--- config.mk ---
export PLATFORM = sky130hd
export DESIGN_NAME = ps2_kbd_rx
export DESIGN_NICKNAME = d
export VERILOG_FILES = /design/src/rtl/ps2_pkg.sv /design/src/rtl/ps2_line_filter.sv /design/src/rtl/ps2_kbd_rx.sv
export SDC_FILE = /design/constraint.sdc
export NUM_CORES = 1
export LEC_CHECK = 0
export BUFFER_PORTS_ARGS = -buffer_cell sky130_fd_sc_hd__buf_2
export CORE_MARGIN = 2
export CORE_UTILIZATION = 45
export DETAILED_ROUTE_END_ITERATION = 8
export GPL_TIMING_DRIVEN = 0
export PLACE_DENSITY = 0.66
export REMOVE_ABC_BUFFERS = 1
export SLEW_MARGIN = 20
export SYNTH_ARGS = -nofsm -noshare
export SYNTH_HDL_FRONTEND = slang
export SYNTH_SLANG_ARGS = --single-unit
export TNS_END_PERCENT = 30
--- constraint.sdc ---
create_clock -name clk -period 1.6 [get_ports clk]
set_input_delay 0.16 -clock clk [delete_from_list [all_inputs] [get_ports clk]]
set_output_delay 0.16 -clock clk [all_outputs]
set_load 0.01 [all_outputs]
--- src/rtl/ps2_pkg.sv ---
// Shared types and constants for the PS/2 keyboard receive path.
// Holds the frame FSM states, the scancode prefix bytes and the parity helper.
package ps2_pkg;

    typedef enum logic [1:0] {
        IDLE,
        DATA,
        PARITY,
        STOP
    } ps2_rx_state_t;

    localparam logic [7:0] PS2_PREFIX_EXT = 8'hE0;
    localparam logic [7:0] PS2_PREFIX_BRK = 8'hF0;

    // A PS/2 frame uses odd parity: the 8 data bits plus the parity bit hold an odd count of ones.
    function automatic logic odd_parity_ok(input logic [7:0] data, input logic par);
        return ^{data, par};
    endfunction

endpackage

--- src/rtl/ps2_line_filter.sv ---
// Conditions the asynchronous PS/2 lines: a two-stage synchroniser on both,
// plus a glitch filter and falling-edge strobe on the clock line only.
module ps2_line_filter #(
    parameter int FILTER_LEN = 8
) (
    input  logic clk,
    input  logic rst,
    input  logic ps2_clk,
    input  logic ps2_data,
    output logic data_sync,
    output logic fe
);

    localparam int CW = $clog2(FILTER_LEN + 1);

    logic [1:0] line_raw;
    logic [1:0] line_sync;

    assign line_raw = {ps2_data, ps2_clk};

    // Both lines idle high, so the synchroniser resets to 1 to avoid a spurious edge.
    generate
        for (genvar gi = 0; gi < 2; gi++) begin : g_sync
            logic sync1_reg;
            logic sync2_reg;

            always_ff @(posedge clk) begin
                if (rst) begin
                    sync1_reg <= 1'b1;
                    sync2_reg <= 1'b1;
                end else begin
                    sync1_reg <= line_raw[gi];
                    sync2_reg <= sync1_reg;
                end
            end

            assign line_sync[gi] = sync2_reg;
        end
    endgenerate

    logic [CW-1:0] cnt_reg, cnt_next;
    logic          filt_reg, filt_next;
    logic          fe_reg;

    // The filtered clock flips only after FILTER_LEN consecutive samples disagree with it.
    always_comb begin
        cnt_next  = '0;
        filt_next = filt_reg;
        if (line_sync[0] != filt_reg) begin
            if (cnt_reg == CW'(FILTER_LEN - 1)) begin
                filt_next = line_sync[0];
            end else begin
                cnt_next = cnt_reg + CW'(1);
            end
        end
    end

    always_ff @(posedge clk) begin
        if (rst) begin
            cnt_reg  <= '0;
            filt_reg <= 1'b1;
            fe_reg   <= 1'b0;
        end else begin
            cnt_reg  <= cnt_next;
            filt_reg <= filt_next;
            fe_reg   <= filt_reg & ~filt_next;
        end
    end

    assign data_sync = line_sync[1];
    assign fe        = fe_reg;

endmodule

--- src/rtl/ps2_kbd_rx.sv ---
// PS/2 keyboard receiver: deframes device->host frames and folds E0/F0 prefixes
// into a single key event (code, extended, break) per scancode.
module ps2_kbd_rx
    import ps2_pkg::*;
#(
    parameter int FILTER_LEN  = 8,
    parameter int TIMEOUT_CYC = 200_000
) (
    input  logic       clk,
    input  logic       rst,
    input  logic       ps2_clk,
    input  logic       ps2_data,
    output logic       key_valid,
    output logic [7:0] key_code,
    output logic       key_ext,
    output logic       key_brk,
    output logic       frame_err
);

    localparam int TW = $clog2(TIMEOUT_CYC + 1);

    logic data_sync;
    logic fe;

    ps2_line_filter #(
        .FILTER_LEN(FILTER_LEN)
    ) u_line_filter (
        .clk      (clk),
        .rst      (rst),
        .ps2_clk  (ps2_clk),
        .ps2_data (ps2_data),
        .data_sync(data_sync),
        .fe       (fe)
    );

    ps2_rx_state_t  state_reg, state_next;
    logic [2:0]     bit_cnt_reg, bit_cnt_next;
    logic [7:0]     shift_reg, shift_next;
    logic           par_ok_reg, par_ok_next;
    logic [TW-1:0]  tmo_cnt_reg, tmo_cnt_next;
    logic           byte_stb;
    logic           frame_bad;
    logic           tmo_hit;
    logic           err_pulse;

    logic           ext_reg, brk_reg;
    logic           key_valid_reg;
    logic [7:0]     key_code_reg;
    logic           key_ext_reg, key_brk_reg;
    logic           frame_err_reg;

    // frame_err is registered, so the hit is flagged one cycle early to land
    // exactly TIMEOUT_CYC cycles after the last falling edge.
    assign tmo_hit   = (state_reg != IDLE) && !fe && (tmo_cnt_reg == TW'(TIMEOUT_CYC - 2));
    assign err_pulse = frame_bad | tmo_hit;

    always_comb begin
        state_next   = state_reg;
        bit_cnt_next = bit_cnt_reg;
        shift_next   = shift_reg;
        par_ok_next  = par_ok_reg;
        byte_stb     = 1'b0;
        frame_bad    = 1'b0;

        if (state_reg == IDLE || fe || tmo_hit) begin
            tmo_cnt_next = '0;
        end else begin
            tmo_cnt_next = tmo_cnt_reg + TW'(1);
        end

        case (state_reg)
            IDLE: begin
                if (fe && !data_sync) begin
                    state_next   = DATA;
                    bit_cnt_next = 3'd0;
                end
            end
            DATA: begin
                if (fe) begin
                    shift_next   = {data_sync, shift_reg[7:1]};
                    bit_cnt_next = bit_cnt_reg + 3'd1;
                    if (bit_cnt_reg == 3'd7) begin
                        state_next = PARITY;
                    end
                end
            end
            PARITY: begin
                if (fe) begin
                    par_ok_next = odd_parity_ok(shift_reg, data_sync);
                    state_next  = STOP;
                end
            end
            STOP: begin
                if (fe) begin
                    if (data_sync && par_ok_reg) begin
                        byte_stb = 1'b1;
                    end else begin
                        frame_bad = 1'b1;
                    end
                    state_next = IDLE;
                end
            end
            default: state_next = IDLE;
        endcase

        if (tmo_hit) begin
            state_next = IDLE;
        end
    end

    always_ff @(posedge clk) begin
        if (rst) begin
            state_reg   <= IDLE;
            bit_cnt_reg <= 3'd0;
            shift_reg   <= 8'h00;
            par_ok_reg  <= 1'b0;
            tmo_cnt_reg <= '0;
        end else begin
            state_reg   <= state_next;
            bit_cnt_reg <= bit_cnt_next;
            shift_reg   <= shift_next;
            par_ok_reg  <= par_ok_next;
            tmo_cnt_reg <= tmo_cnt_next;
        end
    end

    // Prefix bytes only arm flags; the next plain byte consumes them into one event.
    always_ff @(posedge clk) begin
        if (rst) begin
            ext_reg       <= 1'b0;
            brk_reg       <= 1'b0;
            key_valid_reg <= 1'b0;
            key_code_reg  <= 8'h00;
            key_ext_reg   <= 1'b0;
            key_brk_reg   <= 1'b0;
            frame_err_reg <= 1'b0;
        end else begin
            key_valid_reg <= 1'b0;
            frame_err_reg <= err_pulse;
            if (err_pulse) begin
                ext_reg <= 1'b0;
                brk_reg <= 1'b0;
            end else if (byte_stb) begin
                if (shift_reg == PS2_PREFIX_EXT) begin
                    ext_reg <= 1'b1;
                end else if (shift_reg == PS2_PREFIX_BRK) begin
                    brk_reg <= 1'b1;
                end else begin
                    key_valid_reg <= 1'b1;
                    key_code_reg  <= shift_reg;
                    key_ext_reg   <= ext_reg;
                    key_brk_reg   <= brk_reg;
                    ext_reg       <= 1'b0;
                    brk_reg       <= 1'b0;
                end
            end
        end
    end

    assign key_valid = key_valid_reg;
    assign key_code  = key_code_reg;
    assign key_ext   = key_ext_reg;
    assign key_brk   = key_brk_reg;
    assign frame_err = frame_err_reg;

endmodule

==> results of run 1 <==
## metal layers
layer / share of wire [%] / track usage, % / vias up
met5: 0 / 0 / -
met4: 1.3 / 6.545 / 0
met3: 3.2 / 4.235 / 4
met2: 49 / 27.37 / 25
met1: 46 / 19.45 / 870
li1: - / - / 947
## stage by stage
stage	instance area (sq um)	util [%]	setup TNS, ps	std cells
after floorplan	2360	-	-7736	251
after global placement	2522	49.39	-24000	336
after detailed placement	2545	49.83	-9326	337
after CTS	2841	55.63	-0.3887	354
after global routing	2980	58.35	-254.1	360
final	2980	58.35	0	360
## layout by cell type (no fill, tap or decap), types with 8 or more instances in the layout
cell type | netlist | final
a21oi_1 | 13 | 12
buf_2 | 3 | 15
buf_4 | 0 | 13
dfxtp_1 | 56 | 38
dfxtp_2 | 0 | 8
dfxtp_4 | 0 | 10
inv_1 | 8 | 8
mux2i_1 | 15 | 15
nand2_1 | 20 | 19
nand3_1 | 17 | 15
nor2_1 | 37 | 37
xnor2_1 | 12 | 12
xor2_1 | 8 | 8
## what timing repair did
item / 4_1_cts / 5_1_grt
setup buffers: 9 / 6
hold endpoints to repair: 0 / 0
pin swaps: 8 / 6
gates resized for setup: 30 / 22
setup endpoints to repair: 36 / 24
hold buffers: 0 / 0
## synth_stat cells, drive strengths merged (2+ instances only)
| cell type | instances |
|---|---|
| xor2 | 8 |
| clkbuf | 4 |
| xnor2 | 12 |
| and3 | 2 |
| and2 | 3 |
| o21ai | 6 |
| or3 | 5 |
| nor2 | 37 |
| nor3 | 5 |
| buf | 4 |
| or4 | 2 |
| mux2i | 15 |
| nand3 | 17 |
| nand4 | 4 |
| nand2 | 20 |
| nor4 | 6 |
| nand3b | 2 |
| a21oi | 13 |
| inv | 8 |
| or2 | 4 |
| ha | 10 |
| nor2b | 3 |
| dfxtp | 56 |
## power groups by stage
stage / registers, W / logic [W] / clock network [W]
2_1_floorplan: 0.00143 / 0.0000156 / 0
3_3_place_gp: 0.00143 / 0.0000327 / 0
3_5_place_dp: 0.00144 / 0.0000332 / 0
4_1_cts: 0.00139 / 0.0000352 / 0.000969
5_1_grt: 0.00139 / 0.0000412 / 0.00102
6_report: 0.00139 / 0.0000360 / 0.000934
## worst min path at each step
| stage | from | to | slack, ps | cells after the start |
|---|---|---|---|---|
| 6_report | ps2_data | u_line_filter.g_sync[1].sync1_reg$_SDFF_PP1_ | 30 | 2 |
| 5_1_grt | ps2_data | u_line_filter.g_sync[1].sync1_reg$_SDFF_PP1_ | 30 | 2 |
| 4_1_cts | ps2_data | u_line_filter.g_sync[1].sync1_reg$_SDFF_PP1_ | 20 | 2 |
| 3_5_place_dp | ps2_data | u_line_filter.g_sync[1].sync1_reg$_SDFF_PP1_ | 350 | 2 |
| 3_3_place_gp | ps2_data | u_line_filter.g_sync[1].sync1_reg$_SDFF_PP1_ | 350 | 2 |
| 2_1_floorplan | rst | shift_reg[0]$_SDFFE_PP0P_ | 230 | 1 |
## logic make-up (layout without fill, tap and decap cells)
| group | after synthesis | after routing | synth area share (%) |
|---|---|---|---|
| flip-flops | 56 | 56 | 46.84 |
| AND/OR/NAND/NOR | 114 | 114 | 24.15 |
| AO/OA/AOI/OAI | 27 | 27 | 6.587 |
| adder cells (fa/ha/maj) | 10 | 10 | 5.227 |
| multiplexers | 15 | 15 | 6.273 |
| XOR/XNOR | 21 | 21 | 8.259 |
| buffers and inverters | 16 | 47 | 2.666 |
## final cells by class
cell class                 instances  area, sq um
inverter                           8        30.03
timing repair buffer              31        224.0
tap                               70        87.58
sequential                        56         1169
clock inverter                     3        47.55
fill                             442         2127
multi-input combinational        187         1354
clock buffer                       5        68.82
==> flow_summary_export.csv, run 1 <==
group,metric,value,unit
power_and_ir_drop,p_per_area,790.4,nW/um^2
power_and_ir_drop,swShare,20.75,%
floorplanning,fp-row-count,26,
logic_synthesis,synth.area.top_cells,"dfxtp_1, mux2i_1, nor2_1",
route,wire_per_inst,12.54,microns
route,drtPass1Iterations,4,
finish,drive_gt1_share,27.93,%
logic_synthesis,synth_ff_type,"dfxtp_1",
floorplanning,fp.coreArea,5107,sq um
flow_run,cap_violations,0,
power_and_ir_drop,p_sw,0.0004887,W
grt,grt_start_max_net_pins,30,
route,vias_per_cell,5.128,
floorplanning,die-area,5918,sq um
setup_path,reg2reg_to,"tmo_cnt_reg[17]$_SDFF_PP0_",
setup_path,path_depth,4,
finish,largest_reg_flops,18,
setup_path,cpPeakStageDelay,560,ps
setup_path,end_kind,"flop",
placed_design,place.port_buffers,15,
timing,rsz0062_at_grt,"yes",
clock_network,cts-htree-levels,2,
setup_path,timing.critical_path.max_delay_family,"simple AND/OR/NAND/NOR gates",
logic_synthesis,ys_seq_elements,56,
timing,hold_viol_final,0,
clock_network,clock-sinks,56,
timing,period_share,98.87,%
clock_network,clk_latency,310,ps
status,status,"completed",
setup_path,worstPathMaxFanout,5,
grt,antenna_found_initial,0,
setup_path,crit_type,"reg -> reg",
setup_path,startpoint_type,"flop",
timing,hold_slack,27.12,ps
route,final_antenna_net_count,0,
placed_design,place_ws,-468.3,ps
grt,grt_pass1_wl,7652,microns
timing,fmax,632.2,MHz
route,initialDrtViolationCount,113,
route,remaining_drc_errors,0,
clock_network,clk_path_buf_depth,2,
power_and_ir_drop,ir_worst_vdd,0.0003643,V
floorplanning,ioPinCount,16,
setup_path,path_cells,"nand3_4 > or4_4 > or3_1 > a21oi_1",
power_and_ir_drop,p_comb_share,1.5,%
setup_path,worstReg2RegStart,"tmo_cnt_reg[7]$_SDFF_PP0_",
setup_path,path_buf_inv,0,
timing,period_minus_slack,1582,ps
clock_network,cts_tree,"built",
timing,setup_slack,18.14,ps
timing,slew_violations,0,
logic_synthesis,syn_area,2394,sq um
setup_path,startpoint,"tmo_cnt_reg[7]$_SDFF_PP0_",
grt,grt_pass1_vias,1702,
setup_path,reg2reg_depth,4,
timing,fin_skew,8.128,ps
timing,finalSetupViolations,0,
finish,fin_nets,303,
timing,worstMarginPinSlew,495.7,ps
logic_synthesis,ys_warn_count,0,
setup_path,endpoint,"tmo_cnt_reg[17]$_SDFF_PP0_",
setup_path,arrival,1830,ps
power_and_ir_drop,pwr-share-seq,58.8,%
grt,grt_overflow,0,
logic_synthesis,synth-seq-area-share,46.84,%
route,num_vias,1846,
power_and_ir_drop,cellLeakagePower,1.087,nW
setup_path,critical_path.slowest_cell,"or4_4",
grt,grtUsageTotal,16.17,%
logic_synthesis,yosys.area.top_type,"dfxtp_1",
setup_path,reg2reg_slack,20,ps
finish,n_antenna_cell,0,
timing,slew_headroom,66.95,%
clock_network,cts-root-buf,"clkbuf_8",
logic_synthesis,ys_async_sr_fraction,0,%
power_and_ir_drop,total_power,0.002356,W
logic_synthesis,syn_inst,259,
logic_synthesis,synth-edff-count,0,
floorplanning,die_h,76.93,microns
logic_synthesis,avgSynthCellArea,9.241,sq um
floorplanning,initial_core_util,46.86,%
floorplanning,die-width,76.93,microns
logic_synthesis,synth.distinct_cells,40,
setup_path,worst_ep_required_time,1850,ps
clock_network,cts_made_buffers,5,
clock_network,clk_pin_slew_worst_paths,100,ps
logic_synthesis,synth_top_area_share,46.84,%
power_and_ir_drop,clockPowerShare,39.6,%
worst_hold_path,hp-class,"in -> reg",
placed_design,gp_congestion,0.7623,
placed_design,dpl.hpwl,2744,microns
route,drt-total-wl,4515,microns
power_and_ir_drop,p_int,0.001867,W
finish,area_delta_synth_final,24.52,%
(Power assumes the default switching activity.)
==> run 2, diff against run 1 <==
--- a/config.mk
+++ b/config.mk
@@ -5,8 +5,8 @@
 export SDC_FILE = /design/constraint.sdc
 export NUM_CORES = 1
 export LEC_CHECK = 0
+export ABC_AREA = 0
 export BUFFER_PORTS_ARGS = -buffer_cell sky130_fd_sc_hd__buf_2
-export CORE_MARGIN = 2
 export CORE_UTILIZATION = 45
 export DETAILED_ROUTE_END_ITERATION = 8
 export GPL_TIMING_DRIVEN = 0
==> run 2 against run 1 <==
Against the previous run:
- global-route usage rose by 0.60 points
- sequential power hardly changed
- count of clock-buffer cells in the layout rose by 1
- die area fell by 5.1%
- non-clock buffer count fell by 5
- core utilization fell by 1.6 points
- critical path type unchanged
- register-to-register slack lost 30 ps
- the flow now finishes with violations (setup timing)
- via count down 0.11%
==> flow_summary_export.csv, run 2 (synthesis gave the netlist of run 1 again) <==
group,metric,value,unit
setup_path,worstReg2RegStart,"tmo_cnt_reg[2]$_SDFF_PP0_",
grt,grt_pass1_wl,7245,microns
setup_path,path_buf_inv,0,
timing,setup_slack,-14.29,ps
route,remaining_drc_errors,0,
timing,setup_tns,-28.37,ps
finish,ff_latch_area,1157,sq um
floorplanning,die-width,74.93,microns
worst_hold_path,min_from,"ps2_data",
route,drtPass1Iterations,4,
timing,worstMarginPinSlew,530.6,ps
timing,period_share,100.9,%
timing,hold_slack,30.34,ps
setup_path,worst_ep_required_time,1850,ps
timing,period_minus_slack,1614,ps
grt,grtUsageTotal,16.77,%
grt,grt_overflow,0,
route,final_antenna_net_count,0,
floorplanning,fp.coreArea,5107,sq um
clock_network,cts_made_buffers,5,
timing,finalSetupViolations,3,
setup_path,startpoint_type,"flop",
power_and_ir_drop,clockPowerShare,39.0,%
finish,n_antenna_cell,0,
setup_path,reg2reg_slack,-10,ps
timing,fmax,619.5,MHz
clock_network,clock-sinks,56,
floorplanning,fp-row-count,26,
setup_path,arrival,1860,ps
timing,fin_skew,12.41,ps
power_and_ir_drop,swShare,20.29,%
floorplanning,initial_core_util,46.86,%
finish,drive_gt1_share,25.26,%
route,vias_per_cell,5.194,
placed_design,dpl.hpwl,2742,microns
setup_path,worstPathMaxFanout,5,
timing,rsz0062_at_grt,"yes",
finish,multi_input_area,1336,sq um
route,wire_per_inst,12.19,microns
finish,layout_common_cells,"dfxtp_1, nor2_1, nand2_1, nand3_1",
power_and_ir_drop,pwr-share-seq,59.4,%
power_and_ir_drop,ir_worst_vdd,0.0005331,V
clock_network,cts_tree,"built",
setup_path,crit_type,"reg -> reg",
finish,nFillCells,457,
finish,area_delta_synth_final,21.01,%
route,num_vias,1844,
grt,grt_pass1_vias,1657,
floorplanning,ioPinCount,16,
setup_path,timing.critical_path.max_delay_family,"simple AND/OR/NAND/NOR gates",
finish,fin_util,56.71,%
power_and_ir_drop,total_power,0.002340,W
floorplanning,die_h,74.93,microns
power_and_ir_drop,p_comb_share,1.6,%
power_and_ir_drop,p_sw,0.0004749,W
power_and_ir_drop,cellLeakagePower,1.052,nW
floorplanning,die-area,5615,sq um
flow_run,cap_violations,0,
setup_path,critical_path.slowest_cell,"or4_4",
clock_network,clk_latency,310,ps
route,initialDrtViolationCount,114,
finish,largest_reg_flops,18,
setup_path,path_cells,"nand4_4 > or4_4 > or3_4 > a21oi_2",
setup_path,startpoint,"tmo_cnt_reg[2]$_SDFF_PP0_",
power_and_ir_drop,p_per_area,808.0,nW/um^2
timing,hold_viol_final,0,
finish,layout_commonest_cell,"dfxtp_1",
placed_design,place.port_buffers,15,
status,status,"finished, violations left",
worst_hold_path,hp-class,"in -> reg",
finish,fin_nets,298,
timing,slew_headroom,64.63,%
clock_network,clk_path_buf_depth,2,
grt,grt_start_max_net_pins,30,
route,drt-total-wl,4326,microns
clock_network,cts-root-buf,"clkbuf_8",
status,violations,"setup timing",
clock_network,cts-htree-levels,2,
placed_design,gp_congestion,0.7517,
setup_path,end_kind,"flop",
grt,antenna_found_initial,0,
placed_design,place_ws,-398.5,ps
timing,slew_violations,0,
power_and_ir_drop,p_int,0.001865,W
clock_network,clk_pin_slew_worst_paths,100,ps
setup_path,cpPeakStageDelay,580,ps
-- run 2: cell types whose count changed in the layout (fill, tap and decap cells not counted), sizes merged --
cell / before / now
buf: 31 / 26
clkbuf: 5 / 6
clkinv: 2 / 1
-- run 2: final cells by class --
class	count	area share (%)
Timing Repair Buffer	26	6.134
Multi-Input combinational cell	187	46.13
Clock inverter	2	1.210
Inverter	8	1.037
Tap cell	70	3.024
Sequential cell	56	39.96
Clock buffer	6	2.505
-- run 2: final timing paths --
check	depth (start not counted)	end
max reg2reg	4	tmo_cnt_reg[17]$_SDFF_PP0_
min reg2reg	1	u_line_filter.data_sync$_SDFF_PP1_
max	4	tmo_cnt_reg[17]$_SDFF_PP0_
min	2	u_line_filter.g_sync[1].sync1_reg$_SDFF_PP1_
-- run 2: stage by stage --
step	instances	instance area (sq um)
global placement	336	2522
global route	355	2897
finish	355	2897
floorplan	251	2360
detailed placement	337	2545
CTS	352	2823
-- run 2: repair_timing --
item,CTS,global route
endpoints found under the setup margin,36,21
hold buffers,0,0
pin swaps,7,8
hold endpoints to repair,0,0
buffers inserted,7,3
resized for setup,32,13
-- run 2: metal layers --
metal  part of all wire (%)  global-route usage, %  vias to the layer above
li1                       -                      -                      941
met1                     48                  21.10                      861
met2                     47                  27.93                       34
met3                    3.4                  4.552                        8
met4                    1.4                  5.451                        0
met5                      0                      0                        -
-- run 2: power by group through the flow --
stage	registers [W]	logic [W]	clock network, W
6_report	0.00139	0.0000376	0.000912
5_1_grt	0.00139	0.0000421	0.000994
4_1_cts	0.00139	0.0000377	0.000928
3_5_place_dp	0.00143	0.0000332	0
3_3_place_gp	0.00143	0.0000327	0
2_1_floorplan	0.00143	0.0000156	0
